### config.mk
export PLATFORM = sky130hd
export DESIGN_NAME = ervp_onehot_lane_collector
export DESIGN_NICKNAME = d
export VERILOG_FILES = /design/src/rtl/ervp_onehot_lane_collector.sv
export SDC_FILE = /design/constraint.sdc
export NUM_CORES = 1
export LEC_CHECK = 0
export ABC_AREA = 1
export CAP_MARGIN = 15
export CORE_UTILIZATION = 44
export DETAILED_ROUTE_END_ITERATION = 8
export GPL_TIMING_DRIVEN = 0
export PLACE_DENSITY = 0.9
export SETUP_SLACK_MARGIN = 0.3
export SYNTH_ARGS = -nofsm -noshare
export SYNTH_HDL_FRONTEND = slang
export SYNTH_SLANG_ARGS = --single-unit
### constraint.sdc
create_clock -name clk -period 1.55 [get_ports clk]
set_input_delay 0.155 -clock clk [delete_from_list [all_inputs] [get_ports clk]]
set_output_delay 0.155 -clock clk [all_outputs]
set_load 0.02 [all_outputs]
### src/rtl/ervp_onehot_lane_collector.sv
// Packs a stream of narrow elements into one wide word, steering each accepted
// element to the lane named by a rotating one-hot pointer.
module ervp_onehot_lane_collector #(
  parameter int ELEMENT_WIDTH = 8,
  parameter int NUM_LANE      = 4
) (
  input  logic                              clk,
  input  logic                              rst,
  input  logic                              enable,
  input  logic                              clear,
  input  logic                              sinput_valid,
  input  logic [ELEMENT_WIDTH-1:0]          sinput_data,
  input  logic                              sinput_last,
  output logic                              sinput_ready,
  output logic                              moutput_valid,
  output logic [NUM_LANE*ELEMENT_WIDTH-1:0] moutput_data,
  output logic [NUM_LANE-1:0]               moutput_mask,
  input  logic                              moutput_ready,
  output logic [NUM_LANE-1:0]               lane_select
);

  typedef enum logic {FILL = 1'b0, HOLD = 1'b1} state_t;

  state_t state;
  state_t state_next;

  logic in_hs;
  logic out_hs;
  logic [NUM_LANE-1:0] lane_rot;

  assign in_hs  = sinput_valid & sinput_ready;
  assign out_hs = moutput_valid & moutput_ready;

  // Shift-or rotate keeps the single-lane build legal: the left shift drops to
  // zero and the right shift by zero returns the pointer unchanged.
  assign lane_rot = (lane_select << 1) | (lane_select >> (NUM_LANE - 1));

  always_ff @(posedge clk) begin
    if (rst) state <= FILL;
    else     state <= state_next;
  end

  always_comb begin
    state_next = state;
    if (enable) begin
      if (clear) begin
        state_next = FILL;
      end else begin
        case (state)
          FILL: if (in_hs && (lane_select[NUM_LANE-1] || sinput_last)) state_next = HOLD;
          HOLD: if (out_hs) state_next = FILL;
          default: state_next = FILL;
        endcase
      end
    end
  end

  always_comb begin
    sinput_ready  = enable & ~clear & (state == FILL);
    moutput_valid = enable & (state == HOLD);
  end

  // Handshakes are mutually exclusive because each is qualified by a different state.
  always_ff @(posedge clk) begin
    if (rst) begin
      lane_select  <= NUM_LANE'(1);
      moutput_mask <= '0;
      moutput_data <= '0;
    end else if (enable) begin
      if (clear || out_hs) begin
        lane_select  <= NUM_LANE'(1);
        moutput_mask <= '0;
        moutput_data <= '0;
      end else if (in_hs) begin
        for (int k = 0; k < NUM_LANE; k++) begin
          if (lane_select[k]) moutput_data[k*ELEMENT_WIDTH +: ELEMENT_WIDTH] <= sinput_data;
        end
        moutput_mask <= moutput_mask | lane_select;
        lane_select  <= lane_rot;
      end
    end
  end

endmodule

==> impl_table.tex <==
\begin{tabular}{lr}
\hline
Metric & Value \\
\hline
\multicolumn{2}{l}{\textbf{Outcome}} \\
\quad Status & finished, final reports clean \\
\multicolumn{2}{l}{\textbf{Layout}} \\
\quad Most common library cell in the layout ignoring fill and taps & sky130\_fd\_sc\_hd\_\_nand2\_1 \\
\quad Final standard cell utilization of the core & 74.05\% \\
\quad Fraction of layout cells with a size suffix above 1 & 20.70\% \\
\quad Signed area change from the synthesized netlist to the final layout & 57.83\% \\
\quad Count of non-filler cells in the finished layout & 331 \\
\quad Leading cell types in the layout, fill and taps excluded & sky130\_fd\_sc\_hd\_\_nand2\_1 (42), sky130\_fd\_sc\_hd\_\_dfxtp\_1 (39), sky130\_fd\_sc\_hd\_\_nand3\_1 (35), sky130\_fd\_sc\_hd\_\_dlygate4sd2\_1 (31), sky130\_fd\_sc\_hd\_\_a21oi\_1 (30) \\
\quad Number of nets in the final layout & 300 \\
\quad Count of antenna diodes in the layout & 0 \\
\multicolumn{2}{l}{\textbf{Synth}} \\
\quad Nets in the synthesized netlist & 223 \\
\quad Cell types occupying the most area after synthesis & sky130\_fd\_sc\_hd\_\_dfxtp\_1 (52\%), sky130\_fd\_sc\_hd\_\_nand3\_1 (11\%), sky130\_fd\_sc\_hd\_\_a21oi\_1 (11\%) \\
\quad Synth Area in Compound Gates & 12.43\% \\
\quad Basic-gate share of the synthesized area counting and, or, nand and nor cells & 29.35\% \\
\quad Cell type with the largest total area after synthesis & sky130\_fd\_sc\_hd\_\_dfxtp\_1 \\
\quad Mux contribution to synthesized area & 0\% \\
\quad Syn Std Cell Area & 1590 sq um \\
\quad XOR/XNOR share of the synthesized area & 0\% \\
\quad Count of warnings emitted by yosys & 0 \\
\quad Largest family of logic cells by synthesized area & simple AND/OR/NAND/NOR gates \\
\quad Post-synthesis register bit count & 41 \\
\quad Number of distinct library cells after synthesis & 16 \\
\quad Sequential-to-total area share from yosys stat & 51.61\% \\
\quad Synthesized instance count & 208 \\
\quad Share of the synthesized area in the top cell type & 51.61\% \\
\quad Mapped Avg Cell Area & 7.646 sq um \\
\quad Adder and majority cell fraction of the synthesized area & 0\% \\
\multicolumn{2}{l}{\textbf{Pwr}} \\
\quad Worst vdd ir & 499.4 uV \\
\quad Switching part of the total & 26.68\% \\
\quad Cell Int Power & 1365 uW \\
\quad Fraction of power consumed by sequential logic & 57.5\% \\
\quad Switch Pwr & 496.6 uW \\
\quad Clock group share of total power & 29.4\% \\
\quad Combinational power share & 13.1\% \\
\quad Total power consumption of the routed design & 1861 uW \\
\quad Total power density per cell area & 741.7 nW/um\^{}2 \\
\quad Static leakage & 0.001051 uW \\
\multicolumn{2}{l}{\textbf{Route}} \\
\quad WL met2 & 2672 um \\
\quad Routed wl met3 & 479 um \\
\quad Vias per inst & 5.686 \\
\quad Highest Signal Layer & met4 \\
\quad Met1 WL & 2145 um \\
\quad Total via count after detailed routing & 1882 \\
\quad TritonRoute pass-1 iters & 4 \\
\quad Drt drc & 0 \\
\quad Detailed-route wire length per cell & 16.55 um \\
\quad Iter 0 DRT Violations & 181 \\
\quad Total detailed-routing wirelength & 5479 um \\
\quad Final ANT Viol Nets & 0 \\
\multicolumn{2}{l}{\textbf{Die}} \\
\quad Area of the die & 3859 sq um \\
\quad Die boundary height & 62.12 um \\
\quad Cell Rows & 21 \\
\quad Initial core utilization & 46.92\% \\
\quad Num ports & 57 \\
\quad Area of the placeable core & 3390 sq um \\
\quad Floorplan die width & 62.12 um \\
\multicolumn{2}{l}{\textbf{Worst setup path}} \\
\quad Crit path launch type & flop \\
\quad Capturing element type of the critical path & flop \\
\quad Kind of critical path & flop to flop \\
\quad Critical path arrival & 1.57 ns \\
\quad Largest driver fanout on the critical path & 5 \\
\quad Critical path required time & 1.83 ns \\
\multicolumn{2}{l}{\textbf{GRT}} \\
\quad First-pass GRT wire length & 7417 um \\
\quad Overflow left after global routing & 0 \\
\quad GRT Overall Usage & 24.29\% \\
\quad Largest net degree at the start of global routing & 12 \\
\quad Number of global-route vias before repair & 1607 \\
\quad Initial antenna violation count & 0 \\
\multicolumn{2}{l}{\textbf{Clocking}} \\
\quad Sinks on the clock net & 41 \\
\quad Later-pin clock latency in the skew report & 0.35 ns \\
\quad Post-CTS Hold Fix Bufs & 0 \\
\quad CTS tree & built \\
\quad Worst-case clock buffer depth & 2 \\
\quad Clock input transition at the sequential cells of the worst setup and hold paths & 0.11 ns \\
\quad Level count of the clock H-tree & 2 \\
\quad Total clock buffers created by CTS & 5 \\
\quad Clock tree root buffer cell & sky130\_fd\_sc\_hd\_\_clkbuf\_4 \\
\multicolumn{2}{l}{\textbf{STA}} \\
\quad Fin Clk Skew & 0.004213 ns \\
\quad Final setup fails & 0 \\
\quad Least-Margin Pin Slew & 0.4895 ns \\
\quad Min Tclk post-route & 1.293 ns \\
\quad Final count of hold timing violations & 0 \\
\quad Setup repair after global routing missed its margin & yes \\
\quad Part of the cycle the worst path needs & 83.39\% \\
\quad Worst relative slew slack & 67.37\% \\
\quad Highest clock rate & 773.7 MHz \\
\quad Fin. max-slew vios & 0 \\
\quad Post-Route Hold Slack & 0.1485 ns \\
\multicolumn{2}{l}{\textbf{Run}} \\
\quad MaxCap Viol Count & 0 \\
\multicolumn{2}{l}{\textbf{Placement}} \\
\quad Half-perimeter wire length after placement & 3013 um \\
\quad Routability cong. & 0.8604 \\
\quad Number of placed instances, taps included & 309 \\
\quad Input/output buffers & 55 \\
\multicolumn{2}{l}{\textbf{Worst hold path}} \\
\quad Worst hold-check path type & input port to flop \\
\hline
\end{tabular}
-- metal layers --
| layer | global-route usage, % | vias to the layer above |
|---|---|---|
| li1 | - | 856 |
| met1 | 30.61 | 889 |
| met2 | 37.50 | 112 |
| met3 | 6.250 | 25 |
| met4 | 13.95 | 0 |
| met5 | 0 | - |
-- cell families (layout without fill, tap and decap cells) --
| family | count (synthesis) | count (layout) |
|---|---|---|
| flip-flops | 41 | 41 |
| buffers and inverters | 25 | 96 |
| AO/OA/AOI/OAI | 39 | 39 |
| AND/OR/NAND/NOR | 103 | 109 |
-- repair_timing --
| action | CTS | global route |
|---|---|---|
| resized for setup | 58 | 54 |
| setup buffers | 4 | 4 |
| gates cloned | 1 | 6 |
| endpoints found under the setup margin | 82 | 51 |
| pin swaps | 5 | 12 |
-- worst paths after layout --
path,from,to,slack (ns),depth (start not counted)
min,rst,moutput_data[24],0.15,2
max reg2reg,state,moutput_data[3],0.26,5
min reg2reg,moutput_mask[0],moutput_mask[0],0.47,2
max,state,moutput_data[3],0.26,5
-- through the flow --
stage / area [sq um] / setup slack (ns) / setup TNS (ns)
6_report: 2510 / 0.2574 / 0
5_1_grt: 2510 / 0.2006 / 0
4_1_cts: 2288 / 0.1075 / 0
3_5_place_dp: 2203 / -0.3303 / -8.896
3_3_place_gp: 2203 / -0.2080 / -6.912
2_1_floorplan: 1595 / 0.3824 / 0
-- cells in the mapped netlist --
library cell / n
sky130_fd_sc_hd__nand4_1: 4
sky130_fd_sc_hd__inv_1: 17
sky130_fd_sc_hd__nand3_1: 36
sky130_fd_sc_hd__a21oi_1: 34
sky130_fd_sc_hd__nor2_2: 4
sky130_fd_sc_hd__nand2_2: 2
sky130_fd_sc_hd__clkinv_1: 1
sky130_fd_sc_hd__nor3_1: 1
sky130_fd_sc_hd__clkbuf_1: 4
sky130_fd_sc_hd__o21ai_0: 4
sky130_fd_sc_hd__nor2_1: 10
sky130_fd_sc_hd__buf_4: 3
sky130_fd_sc_hd__o211ai_1: 1
sky130_fd_sc_hd__nand4_2: 1
sky130_fd_sc_hd__dfxtp_1: 41
sky130_fd_sc_hd__nand2_1: 45
-- power groups by stage --
| stage | Combinational (uW) | Clock [uW] | Sequential [uW] |
|---|---|---|---|
| after floorplan | 79.9 | 0 | 1100 |
| after global placement | 172 | 0 | 1090 |
| after detailed placement | 174 | 0 | 1090 |
| after CTS | 180 | 541 | 1070 |
| after global routing | 257 | 597 | 1070 |
| final | 244 | 548 | 1070 |
-- worst max-delay path, cell delays in order (launching register included) --
cell and delay, ns:
sky130_fd_sc_hd__dfxtp_4 0.40, sky130_fd_sc_hd__clkinvlp_4 0.12, sky130_fd_sc_hd__nand4_4 0.19, sky130_fd_sc_hd__nor2_4 0.24, sky130_fd_sc_hd__nand2_1 0.10, sky130_fd_sc_hd__a21oi_1 0.17
-- flip-flops by register name, indices dropped and copies added, names as in the netlist --
register      count
moutput_data     32
lane_select       4
moutput_mask      4
state             1
-- area by class of cell --
| type | instances | area [sq um] |
|---|---|---|
| fill | 229 | 879.6 |
| tap | 46 | 57.56 |
| timing repair buffer | 64 | 575.6 |
| buffer | 7 | 60.06 |
| inverter | 18 | 76.32 |
| sequential | 41 | 825.8 |
| multi-input combinational | 148 | 859.6 |
| clock buffer | 7 | 55.05 |
No activity file was read; power rests on OpenSTA's default activity.
